File: src/rtl/hazard_sched_ctrl.sv
// Central pipeline scheduler for the 5-stage RISC-V core.
// Sequences the EX/MEM data-memory access through a req/ready handshake
// with a timeout, detects load-use hazards, applies MEM-stage redirects,
// and drives every pipeline-register stall/flush.
//
// Ports:
//   clk, rst                 clock, synchronous active-high reset
//   id_rs1/rs2, id_uses_*    source registers of the ID instruction
//   ex_rd, ex_mem_read       destination / load flag of the EX instruction
//   mem_mem_read/write       access type held in EX/MEM
//   redirect_mem             taken branch/jump resolved in MEM
//   dmem_ready               data memory completes current access
//   dmem_req, dmem_we        data memory request / store flag
//   stall_*, flush_*         pipeline register controls
//   mem_err                  sticky access-timeout error
//   stall_cycles             saturating count of stalled cycles
module hazard_sched_ctrl #(
    parameter int unsigned MEM_TIMEOUT = 16,
    parameter int unsigned CNT_W       = 32
) (
    input  logic             clk,
    input  logic             rst,
    input  logic [4:0]       id_rs1,
    input  logic [4:0]       id_rs2,
    input  logic             id_uses_rs1,
    input  logic             id_uses_rs2,
    input  logic [4:0]       ex_rd,
    input  logic             ex_mem_read,
    input  logic             mem_mem_read,
    input  logic             mem_mem_write,
    input  logic             redirect_mem,
    input  logic             dmem_ready,
    output logic             dmem_req,
    output logic             dmem_we,
    output logic             stall_pc,
    output logic             stall_if_id,
    output logic             stall_id_ex,
    output logic             stall_ex_mem,
    output logic             flush_if_id,
    output logic             flush_id_ex,
    output logic             flush_ex_mem,
    output logic             flush_mem_wb,
    output logic             mem_err,
    output logic [CNT_W-1:0] stall_cycles
);

    localparam int unsigned WCNT_W = (MEM_TIMEOUT > 2) ? $clog2(MEM_TIMEOUT) : 1;
    localparam logic [WCNT_W-1:0] WCNT_LAST = WCNT_W'(MEM_TIMEOUT - 1);

    typedef enum logic [1:0] {
        RUN      = 2'd0,
        MEM_WAIT = 2'd1,
        ERR      = 2'd2
    } state_e;

    state_e             state_q, state_d;
    logic [WCNT_W-1:0]  wcnt_q, wcnt_d;
    logic               mem_err_q;
    logic [CNT_W-1:0]   stall_cycles_q;

    logic mem_op;
    logic load_use;
    logic mem_stall;
    logic any_stall;

    assign mem_op   = mem_mem_read | mem_mem_write;
    assign load_use = ex_mem_read && (ex_rd != 5'd0) &&
                      ((id_uses_rs1 && (id_rs1 == ex_rd)) ||
                       (id_uses_rs2 && (id_rs2 == ex_rd)));

    // Next-state and combinational stall/flush decode; all zero while in reset.
    always_comb begin
        state_d      = state_q;
        wcnt_d       = wcnt_q;
        dmem_req     = 1'b0;
        dmem_we      = 1'b0;
        mem_stall    = 1'b0;
        stall_pc     = 1'b0;
        stall_if_id  = 1'b0;
        stall_id_ex  = 1'b0;
        stall_ex_mem = 1'b0;
        flush_if_id  = 1'b0;
        flush_id_ex  = 1'b0;
        flush_ex_mem = 1'b0;
        flush_mem_wb = 1'b0;

        if (!rst) begin
            case (state_q)
                RUN: begin
                    dmem_req = mem_op;
                    dmem_we  = mem_mem_write;
                    if (mem_op && !dmem_ready) begin
                        state_d = MEM_WAIT;
                        wcnt_d  = WCNT_W'(1);
                    end
                end
                MEM_WAIT: begin
                    dmem_req = 1'b1;
                    dmem_we  = mem_mem_write;
                    if (dmem_ready) begin
                        state_d = RUN;
                        wcnt_d  = '0;
                    end else if (wcnt_q == WCNT_LAST) begin
                        state_d = ERR;
                    end else begin
                        wcnt_d = wcnt_q + WCNT_W'(1);
                    end
                end
                default: ;
            endcase

            mem_stall = dmem_req && !dmem_ready;

            if (state_q == ERR) begin
                // Freeze the front of the pipe until reset.
                stall_pc     = 1'b1;
                stall_if_id  = 1'b1;
                stall_id_ex  = 1'b1;
                stall_ex_mem = 1'b1;
            end else if (mem_stall) begin
                // Redirect waits: EX/MEM is held, so it is seen again on release.
                stall_pc     = 1'b1;
                stall_if_id  = 1'b1;
                stall_id_ex  = 1'b1;
                stall_ex_mem = 1'b1;
                flush_mem_wb = 1'b1;
            end else if (redirect_mem) begin
                flush_if_id  = 1'b1;
                flush_id_ex  = 1'b1;
                flush_ex_mem = 1'b1;
            end else if (load_use) begin
                stall_pc     = 1'b1;
                stall_if_id  = 1'b1;
                flush_id_ex  = 1'b1;
            end
        end
    end

    assign any_stall = stall_pc | stall_if_id | stall_id_ex | stall_ex_mem;

    // State, wait counter, sticky error and saturating stall counter.
    always_ff @(posedge clk) begin
        if (rst) begin
            state_q        <= RUN;
            wcnt_q         <= '0;
            mem_err_q      <= 1'b0;
            stall_cycles_q <= '0;
        end else begin
            state_q   <= state_d;
            wcnt_q    <= wcnt_d;
            mem_err_q <= (state_d == ERR);
            if (any_stall && !(&stall_cycles_q)) begin
                stall_cycles_q <= stall_cycles_q + CNT_W'(1);
            end
        end
    end

    assign mem_err      = mem_err_q && !rst;
    assign stall_cycles = rst ? '0 : stall_cycles_q;

endmodule

File: config.mk
export PLATFORM = sky130hd
export DESIGN_NAME = hazard_sched_ctrl
export DESIGN_NICKNAME = d
export VERILOG_FILES = /design/src/rtl/hazard_sched_ctrl.sv
export SDC_FILE = /design/constraint.sdc
export NUM_CORES = 1
export LEC_CHECK = 0
export BUFFER_PORTS_ARGS = -buffer_cell sky130_fd_sc_hd__buf_2
export CAP_MARGIN = 0
export CORE_MARGIN = 4
export CORE_UTILIZATION = 53
export DETAILED_ROUTE_END_ITERATION = 10
export PLACE_DENSITY = 0.81
export SYNTH_ARGS = -nofsm -noshare
export SYNTH_HDL_FRONTEND = slang
export SYNTH_SLANG_ARGS = --single-unit
File: constraint.sdc
create_clock -name clk -period 3.8 [get_ports clk]
set_input_delay 0.95 -clock clk [delete_from_list [all_inputs] [get_ports clk]]
set_output_delay 0.95 -clock clk [all_outputs]
set_load 0.03 [all_outputs]
==> metrics <==
Min-Delay Startpoint stall_cycles_q[27]; Synthesized Nets 336; Iter 0 DRT Violations 123; post-CTS setup buffer count 0; final net count 393; die area 5764 um2; worst-margin pin slew 0.4271 ns; Final Util 65.19%; P_leak 0.001190 uW; clk slew on worst S/H paths 0.07 ns; Max VDD drop 0.0002009 V; most common library cells after synthesis dfxtp_1, nor2_1, nor2b_1, a21oi_1, o21ai_0; flops & latches, synth 39; Cell Count, Final, Fillers Out 420; DR vias/cell 5.721; total negative setup slack 0 ns; crit share post-route 87.93%; Post-Synthesis Cells 310; drt total wl 5709 um; R2R Path Start stall_cycles_q[0]; H-tree depth 2; Syn. warnings 0; Root Buffer clkbuf_8; pin count of the biggest net entering global routing 40; GR peak layer met2; Port Buffer Count 66; number of flops mapped to enable cells by yosys 0; Peak Freq 299.3 MHz; Final Setup Violations 0; unrepaired setup endpoints after global routing false; number of cells upsized or downsized after cts 0; number of global-route vias before repair 2,238; # IOs 67; final max-slew violation count 0; post-synth top area cell dfxtp_1; grt met2 use 33.22%; Inst Count DP 412; worst clock skew 0.008373 ns; status finished clean; WL/cell 13.59 um; GR Util met3 4.265%; cell area after placement 2765 um2; Worst setup EP type output pin; Clock Sinks 39; Die Wd 75.92 um; drt first pass iters 4; # hold bufs at CTS 0; cell area after layout 2878 um2; Unique masters post-synth 42; met1 usage 22.83%; critical path class in2out; post-synthesis sequential area ratio 31.93%; Startpoint Class input pin; Synth top area share 31.93%; ranking of synthesized cells by area dfxtp_1, mux2_2, nor2b_1; Post-synth ARST share 0%; cell with the most instances after synthesis dfxtp_1; antenna violations before repair 0; Overflow after GRT 0; GPL Wtd Cong 0.8523; max_cap viols 0; cell area power density 295.4 nW/um2; Die Ht 75.92 um; relative slew slack 71.26%; FP Rows 24; CP Data Required Time 2.85 ns; CP startpoint ex_rd[1]; Synth Flop Type dfxtp_1; Detailed Place HPWL 4212 um; post-route minimum period 3.341 ns; Hold WS 0.4897 ns; CTS Buffer Depth 2; Avg Synthesized Cell Area 7.887 um2; core footprint 4414 um2; Diodes inserted 0; area grow syn2layout 17.71%; GRT Total Usage 19.15%; TritonCTS clock tree done; Cell Area, Synth 2445 um2; layout cell share with drive strength beyond 1 27.17%; first-pass GRT wire length 9542 um; Initial Util 55.39%; Routed Antenna Nets 0; Hold Vio Cnt, Final 0; DRC Markers 0; CP arrival 2.39 ns; Min-Delay Path Class reg2reg; Clk Latency, worst-skew pair 0.29 ns; vias post-DR 2,403; Num CTS Buffers 5; critical path peak fanout 10
## power by group
part	internal, uW	leakage [uW]	switching [uW]
combinational	32.4	0.000817	57.5
clock	196	0.0000581	149
sequential	411	0.000315	3.87
## final timing paths
| path | cells after the start | end | slack, ns |
|---|---|---|---|
| hold / removal | 2 | stall_cycles_q[27] | 0.49 |
| hold reg to reg | 2 | stall_cycles_q[27] | 0.49 |
| setup / recovery | 7 | stall_pc | 0.46 |
| setup reg to reg | 7 | stall_cycles_q[18] | 1.51 |
## state kept, by name, summed over array words and instances, names as in the netlist
signal,count
mem_err_q,1
stall_cycles_q,32
state_q,2
wcnt_q,4
## kinds of logic (layout without fill, tap and decap cells)
family                     after synthesis  count (layout)  synth area share, %
muxes                                   16              16                7.369
DFF                                     39              39                31.93
buffers and inverters                   29              87                5.681
AOI/OAI and AO/OA                       48              48                11.00
adders and majority gates                2               2                1.023
xor gates and xnor gates                10              10                3.583
and+or+nand+nor                        166             166                39.41
## metrics by stage
stage,total power [uW],setup slack (ns)
floorplan,485.4,0.3528
global placement,513.6,0.4925
detailed placement,515.5,0.4617
CTS,858.3,0.4546
global route,885.5,0.2857
finish,850.1,0.4586
## worst max-delay path, cell delays in order
cell and delay, ns:
buf_2 0.12, or4_1 0.53, o21ai_1 0.15, or3_1 0.12, o22a_1 0.14, inv_1 0.15
buf_2 0.22
## cell type report
cell class	instances	area, um2
clock inverters	3	43.79
repair buffers	70	360.3
flip-flops and latches	39	780.7
well taps	52	65.06
clock buffers	5	68.82
multi-input cells	242	1525
inverters	9	33.78
fillers	393	1536
## layout by cell type, fill, tap and decap left out, types with 2 or more instances in the layout
cell type	count
a21oi_1	21
and2_1	4
and3_1	8
and3_4	3
and4_1	7
buf_2	66
buf_4	4
clkbuf_8	5
dfxtp_1	39
ha_1	2
inv_1	9
mux2_2	16
nand2_1	15
nand2b_1	2
nand3_1	12
nand4_1	14
nand4b_1	2
nor2_1	28
nor2b_1	27
nor3_1	10
nor3b_1	2
nor4_1	8
o21ai_0	17
o31ai_1	2
or3_1	14
or4_1	6
xnor2_1	2
xor2_1	8
## metal layers
layer	vias up	part of all wire [%]
li1	1235	-
met1	1100	45
met2	66	49
met3	2	5.5
met4	0	0.63
met5	-	0
(Power assumes the default switching activity.)
